===== config.mk =====
export PLATFORM = sky130hd
export DESIGN_NAME = hazard_ctrl
export DESIGN_NICKNAME = d
export VERILOG_FILES = /design/src/rtl/hazard_ctrl.sv
export SDC_FILE = /design/constraint.sdc
export NUM_CORES = 1
export LEC_CHECK = 0
export CORE_MARGIN = 2
export CORE_UTILIZATION = 45
export CTS_BUF_LIST = sky130_fd_sc_hd__clkbuf_4 sky130_fd_sc_hd__clkbuf_8
export DETAILED_ROUTE_END_ITERATION = 8
export PLACE_DENSITY = 0.7
export SYNTH_ARGS = -nofsm -noshare
export SYNTH_HDL_FRONTEND = slang
export SYNTH_SLANG_ARGS = --single-unit

===== constraint.sdc =====
create_clock -name clock -period 3.7 [get_ports clock]
set_input_delay 0.37 -clock clock [delete_from_list [all_inputs] [get_ports clock]]
set_output_delay 0.37 -clock clock [all_outputs]
set_load 0.05 [all_outputs]

===== src/rtl/hazard_ctrl.sv =====
// hazard_ctrl
//   Hazard and forwarding controller for a 5-stage MIPS pipeline. It keeps its
//   own copy of the D/X, X/M and M/W instruction tags and derives the operand
//   bypass selects, the store-data bypass, the load-use stall, the HI/LO
//   MULT/DIV interlock and a stall-cycle counter from them.
//
// Ports
//   clock, reset        : rising-edge clock, asynchronous active-high reset
//   d_*                 : decode-stage (F/D) instruction description
//   branch_taken        : execute resolved a taken branch/jump this cycle
//   stall               : hold PC and F/D, bubble into D/X
//   flush_dx            : load a bubble into D/X
//   fwd_a / fwd_b       : D/X operand select, 00 regfile, 01 MX, 10 WX
//   fwd_wm              : X/M store data taken from the writeback value
//   muldiv_busy         : HI/LO unit occupied
//   stall_cycles        : saturating count of cycles with stall=1
//
// Pipeline contract: the pipeline advances every cycle. When stall=1 the F/D
// register holds and D/X takes a bubble; when branch_taken=1 the F/D
// instruction is wrong-path and D/X also takes a bubble.
module hazard_ctrl #(
  parameter int REG_ADDR_W  = 5,
  parameter int MULDIV_LAT  = 4,
  parameter int STALL_CNT_W = 32
) (
  input  logic                   clock,
  input  logic                   reset,
  input  logic                   d_valid,
  input  logic [REG_ADDR_W-1:0]  d_rs,
  input  logic [REG_ADDR_W-1:0]  d_rt,
  input  logic                   d_uses_rs,
  input  logic                   d_uses_rt,
  input  logic [REG_ADDR_W-1:0]  d_rd,
  input  logic                   d_rwe,
  input  logic                   d_is_load,
  input  logic                   d_is_store,
  input  logic                   d_is_muldiv,
  input  logic                   d_reads_hilo,
  input  logic                   branch_taken,
  output logic                   stall,
  output logic                   flush_dx,
  output logic [1:0]             fwd_a,
  output logic [1:0]             fwd_b,
  output logic                   fwd_wm,
  output logic                   muldiv_busy,
  output logic [STALL_CNT_W-1:0] stall_cycles
);

  // Counter wide enough for MULDIV_LAT-1, never narrower than 3 bits.
  localparam int MD_W = ($clog2(MULDIV_LAT + 1) > 3) ? $clog2(MULDIV_LAT + 1) : 3;
  localparam logic [MD_W-1:0] MD_LOAD = MD_W'(MULDIV_LAT - 1);

  // D/X holds the full tag; later stages keep only the fields still read
  // there (destination info everywhere, store-data rt in X/M).
  typedef struct packed {
    logic                  valid;
    logic [REG_ADDR_W-1:0] rs;
    logic [REG_ADDR_W-1:0] rt;
    logic                  uses_rs;
    logic                  uses_rt;
    logic [REG_ADDR_W-1:0] rd;
    logic                  rwe;
    logic                  is_load;
    logic                  is_store;
  } dx_tag_t;

  typedef struct packed {
    logic                  valid;
    logic [REG_ADDR_W-1:0] rt;
    logic [REG_ADDR_W-1:0] rd;
    logic                  rwe;
    logic                  is_load;
    logic                  is_store;
  } xm_tag_t;

  typedef struct packed {
    logic                  valid;
    logic [REG_ADDR_W-1:0] rd;
    logic                  rwe;
    logic                  is_load;
  } mw_tag_t;

  dx_tag_t               r_dx;
  xm_tag_t               r_xm;
  mw_tag_t               r_mw;
  logic [MD_W-1:0]       r_md_cnt;
  logic [STALL_CNT_W-1:0] r_stall_cycles;

  logic w_xm_wr_a;
  logic w_mw_wr_a;
  logic w_xm_wr_b;
  logic w_mw_wr_b;
  logic w_mw_wr_st;
  logic w_lu;
  logic w_md;
  logic w_busy;
  logic w_stall;
  logic w_dx_load;
  logic [1:0] w_fwd_a;
  logic [1:0] w_fwd_b;

  // A stage "writes r" only when valid, writing, and r is not $0.
  assign w_xm_wr_a  = r_xm.valid & r_xm.rwe & (r_xm.rd == r_dx.rs) & (r_dx.rs != '0);
  assign w_mw_wr_a  = r_mw.valid & r_mw.rwe & (r_mw.rd == r_dx.rs) & (r_dx.rs != '0);
  assign w_xm_wr_b  = r_xm.valid & r_xm.rwe & (r_xm.rd == r_dx.rt) & (r_dx.rt != '0);
  assign w_mw_wr_b  = r_mw.valid & r_mw.rwe & (r_mw.rd == r_dx.rt) & (r_dx.rt != '0);
  assign w_mw_wr_st = r_mw.valid & r_mw.rwe & (r_mw.rd == r_xm.rt) & (r_xm.rt != '0);

  // MX forwarding is impossible from a load in X/M (data not ready yet);
  // the load-use stall guarantees that case never needs it.
  always_comb begin
    w_fwd_a = 2'b00;
    if (r_dx.uses_rs && w_xm_wr_a && !r_xm.is_load) w_fwd_a = 2'b01;
    else if (w_mw_wr_a)                             w_fwd_a = 2'b10;
    w_fwd_b = 2'b00;
    if (r_dx.uses_rt && w_xm_wr_b && !r_xm.is_load) w_fwd_b = 2'b01;
    else if (w_mw_wr_b)                             w_fwd_b = 2'b10;
  end

  // A store whose only dependence on the load is its rt data does not stall:
  // the loaded value reaches it in M through fwd_wm.
  assign w_lu = r_dx.valid & r_dx.is_load & r_dx.rwe & (r_dx.rd != '0) & d_valid &
                ((d_uses_rs & (d_rs == r_dx.rd)) |
                 (d_uses_rt & (d_rt == r_dx.rd) & !d_is_store));

  assign w_busy    = (r_md_cnt != '0);
  assign w_md      = w_busy & d_valid & (d_reads_hilo | d_is_muldiv);
  // A taken branch discards the F/D instruction, so its hazards are moot.
  assign w_stall   = (w_lu | w_md) & !branch_taken;
  assign w_dx_load = d_valid & !w_stall & !branch_taken;

  always_ff @(posedge clock or posedge reset) begin
    if (reset) begin
      r_dx           <= '0;
      r_xm           <= '0;
      r_mw           <= '0;
      r_md_cnt       <= '0;
      r_stall_cycles <= '0;
    end else begin
      r_mw.valid   <= r_xm.valid;
      r_mw.rd      <= r_xm.rd;
      r_mw.rwe     <= r_xm.rwe;
      r_mw.is_load <= r_xm.is_load;

      r_xm.valid    <= r_dx.valid;
      r_xm.rt       <= r_dx.rt;
      r_xm.rd       <= r_dx.rd;
      r_xm.rwe      <= r_dx.rwe;
      r_xm.is_load  <= r_dx.is_load;
      r_xm.is_store <= r_dx.is_store;

      // Bubbles are fully cleared so stale specifiers can never match.
      if (w_dx_load) begin
        r_dx.valid    <= 1'b1;
        r_dx.rs       <= d_rs;
        r_dx.rt       <= d_rt;
        r_dx.uses_rs  <= d_uses_rs;
        r_dx.uses_rt  <= d_uses_rt;
        r_dx.rd       <= d_rd;
        r_dx.rwe      <= d_rwe;
        r_dx.is_load  <= d_is_load;
        r_dx.is_store <= d_is_store;
      end else begin
        r_dx <= '0;
      end

      // Only a MULT/DIV that actually enters D/X occupies HI/LO.
      if (w_dx_load && d_is_muldiv) r_md_cnt <= MD_LOAD;
      else if (w_busy)              r_md_cnt <= r_md_cnt - 1'b1;

      if (w_stall && (r_stall_cycles != '1)) r_stall_cycles <= r_stall_cycles + 1'b1;
    end
  end

  // Outputs are forced low while reset is held, even if inputs toggle.
  assign stall        = w_stall & !reset;
  assign flush_dx     = (w_stall | branch_taken) & !reset;
  assign fwd_a        = reset ? 2'b00 : w_fwd_a;
  assign fwd_b        = reset ? 2'b00 : w_fwd_b;
  assign fwd_wm       = r_xm.valid & r_xm.is_store & r_mw.is_load & w_mw_wr_st & !reset;
  assign muldiv_busy  = w_busy & !reset;
  assign stall_cycles = r_stall_cycles;

endmodule


==> run_results.csv <==
group,metric,value,unit
drt,wl,7780,um
critical_path,critical_path.max_fanout,24,
place,place_inst,480,
clock_tree,cts_root_buffer,"clkbuf_8",
logic_synthesis,synth_area_leaders,"dfrtp_1 53%, xnor2_1 8.6%, xor2_1 7.1%",
critical_path,critPathKind,"input pin to output port",
final_layout,syn_to_final_growth,25.8,%
clock_tree,clk_path_buf_depth,2,
place,post-dp-hpwl,5590,um
critical_path,r2r_start,"r_md_cnt[0]$_DFFE_PP0P_",
power_and_ir_drop,sw_frac_of_total,0.316,
place,io_buffers,65,
drt,ant_nets,0,
status,status,"complete, no violations",
hold_path,hold_class,"flip-flop to flip-flop",
die,initial_utilization,0.455,
clock_tree,clkLatencyLatePin,0.35,ns
critical_path,start_kind,"input pin",
final_layout,multi_input_area,1670,sq um
critical_path,cpPeakStageDelay,0.87,ns
final_layout,fin_cells,496,
power_and_ir_drop,pwr-share-comb,0.210,
logic_synthesis,synth_compound_area_frac,0.0149,
final_layout,drive_gt1_frac,0.125,
logic_synthesis,yosysWarnings,0,
die,core,8090,sq um
logic_synthesis,synth_fa_ha_area_frac,0.0102,
power_and_ir_drop,p_leak,2.14,nW
critical_path,worstPathBufferInverterCount,2,
logic_synthesis,synth_cells,316,
timing,max_slew_margin,0.364,
logic_synthesis,synth_top_family_by_area,"simple AND/OR/NAND/NOR gates",
clock_tree,cts_tree,"built",
drt,wl_per_cell,15.7,um
global_route,grt_pass1_vias,2630,
timing,tightest_slew,0.954,ns
final_layout,nFillCells,743,
logic_synthesis,synth_edf_count,0,
timing,period_share,0.840,
drt,vias,2585,
logic_synthesis,ys_ff_latch,78,
clock_tree,numCtsBuffers,9,
power_and_ir_drop,max-vdd-ir-drop,0.000483,V
hold_path,min_path_cells,0,
clock_tree,cts.repair.resized,0,
clock_tree,cts_setup_buffers,0,
power_and_ir_drop,p_clk_frac,0.315,
timing,max_clock_freq,0.322,GHz
final_layout,nNetsFinal,415,
logic_synthesis,synthSimpleGateAreaFrac,0.264,
timing,final_max_slew_viol_count,0,
final_layout,seq_area,1950,sq um
logic_synthesis,synth-seq-area-share,0.530,
critical_path,worst_path_max_delay_cell,"clkdlybuf4s50_1",
final_layout,antenna_cells,0,
critical_path,worstPathRequired,3.33,ns
logic_synthesis,syn_area,3680,sq um
clock_tree,h-tree-depth,3,
die,die_h,94.5,um
hold_path,hp-start,"r_dx[0]$_DFF_PP0_",
drt,drtIter0Drc,132,
global_route,grt_max_degree,79,
drt,avgViaCountPerCell,5.21,
global_route,grtUsageTotal,0.188,
timing,whs,0.350,ns
timing,skew,0.00703,ns
drt,drt_first_pass_iters,4,
hold_path,holdPathEnd,"r_xm[0]$_DFF_PP0_",
logic_synthesis,synth_most_common_cell,"dfrtp_1",
timing,hold_viol,0,
power_and_ir_drop,p_per_area,444,nW/um^2
power_and_ir_drop,internal-power,1.41,mW
power_and_ir_drop,seqPwrFrac,0.476,
critical_path,crit_arrival,2.74,ns
timing,min_period,3.11,ns
global_route,grt_overflow,0,
critical_path,rrSetupSlack,1.45,ns
clock_tree,cts_hold_buf,0,
power_and_ir_drop,total_power,2.06,mW
place,gp_congestion,0.792,
clock_tree,path_clk_slew,0.08,ns
die,io_pins,66,
logic_synthesis,async_flop_share,1.00,
timing,setup_violations,0,
critical_path,timing.rr.end,"stall_cycles[1]$_DFFE_PP0P_",
drt,remaining_drc_errors,0,
logic_synthesis,synth_mux_area_frac,0.00713,
logic_synthesis,synth_ff_type,"dfrtp_1",
critical_path,r2r_cells,8,
timing,rsz0062_at_grt,"false",
timing,fin_setup_tns,0,ns
logic_synthesis,synth_top_area_cell,"dfrtp_1",
run,cap_violations,0,
critical_path,path_delay_family,"buffers and inverters",
logic_synthesis,synth_top_area_share,0.530,
critical_path,crit_path_end_kind,"output port",
power_and_ir_drop,p_switching,651,uW
global_route,grt_pass1_wl,13000,um
logic_synthesis,yosysUniqueCellTypes,49,
die,num_rows,33,
logic_synthesis,syn_nets,345,
logic_synthesis,synth_commonest_cells,"78 x dfrtp_1, 36 x xnor2_1, 30 x xor2_1",
die,die_area,8930,sq um
clock_tree,cts_sinks,78,
logic_synthesis,avgSynthCellArea,11.7,sq um
global_route,antenna_found_initial,0,
logic_synthesis,synth_xor_xnor_area_share,0.157,
critical_path,path_cells,"clkdlybuf4s50_1, nand4_1, a21oi_1, a21oi_1, nor3_1, clkdlybuf4s50_1",
die,fp.dieW,94.5,um
-- layout by cell type, fill, tap and decap left out, drive strengths merged, types with 5 or more instances in the layout --
cell type / Yosys / layout
nand3: 16 / 16
buf: 5 / 7
nand2: 21 / 21
clkbuf: 4 / 9
inv: 3 / 5
nor4: 18 / 18
nor3b: 5 / 5
xor2: 30 / 30
nand4: 16 / 16
nor3: 17 / 17
nor2: 14 / 14
and3: 24 / 24
xnor2: 36 / 36
clkdlybuf4s50: 0 / 61
dfrtp: 78 / 78
-- layout make-up --
class | count | share of cell area
Clock buffer | 9 | 0.0267
Clock inverter | 7 | 0.0173
Inverter | 3 | 0.00324
Multi-Input combinational cell | 226 | 0.360
Sequential cell | 78 | 0.421
Tap cell | 105 | 0.0283
Timing Repair Buffer | 68 | 0.143
-- worst max path at each step --
| stage | startpoint | endpoint | slack, ns | cells past startpoint |
|---|---|---|---|---|
| 2_1_floorplan | reset | fwd_a[1] | 0.26 | 4 |
| 3_3_place_gp | d_valid | stall | 0.69 | 6 |
| 3_5_place_dp | d_valid | stall | 0.62 | 6 |
| 4_1_cts | d_valid | stall | 0.61 | 6 |
| 5_1_grt | d_valid | stall | 0.42 | 6 |
| 6_report | d_valid | stall | 0.59 | 6 |
-- stage by stage --
step	utilization	area [sq um]	setup slack [ns]
after detailed placement	0.548	4430	0.621
after CTS	0.573	4640	0.607
after floorplan	-	3690	0.257
after global routing	0.573	4640	0.421
after global placement	0.548	4430	0.691
final	0.573	4640	0.592
-- power by group through the flow --
stage	Clock, mW	Sequential [mW]	Combinational [mW]
finish	0.648	0.979	0.431
global route	0.700	0.990	0.469
CTS	0.663	0.979	0.434
detailed placement	0	0.996	0.431
global placement	0	0.993	0.420
floorplan	0	1.05	0.238
-- worst register-to-register path: stages, from the launching register on --
cell and delay, ns:
dfrtp_1 0.40, inv_1 0.09, ha_1 0.16, or2b_2 0.35
o211a_1 0.19, o21ba_2 0.28, nand2_4 0.27, nor2_2 0.10
mux2_4 0.31
-- logic make-up (layout without fill, tap and decap cells) --
logic type | count (synthesis) | count (layout)
xor+xnor | 66 | 66
buf+inv | 12 | 87
flops | 78 | 78
simple gates | 148 | 148
fa+ha+maj | 3 | 3
compound gates | 7 | 7
mux | 2 | 2
-- sequential cells by signal, summed over array words and instances (netlist names) --
register / cells
r_dx: 21
r_md_cnt: 3
r_mw: 8
r_xm: 14
stall_cycles: 32
-- routing by layer --
metal	track usage	up-vias	share of wire
met5	0	-	0
met3	0.0327	12	0.032
met2	0.295	47	0.48
met4	0.0773	0	0.017
li1	-	1252	-
met1	0.262	1274	0.47
No activity file was read; power rests on OpenSTA's default activity.
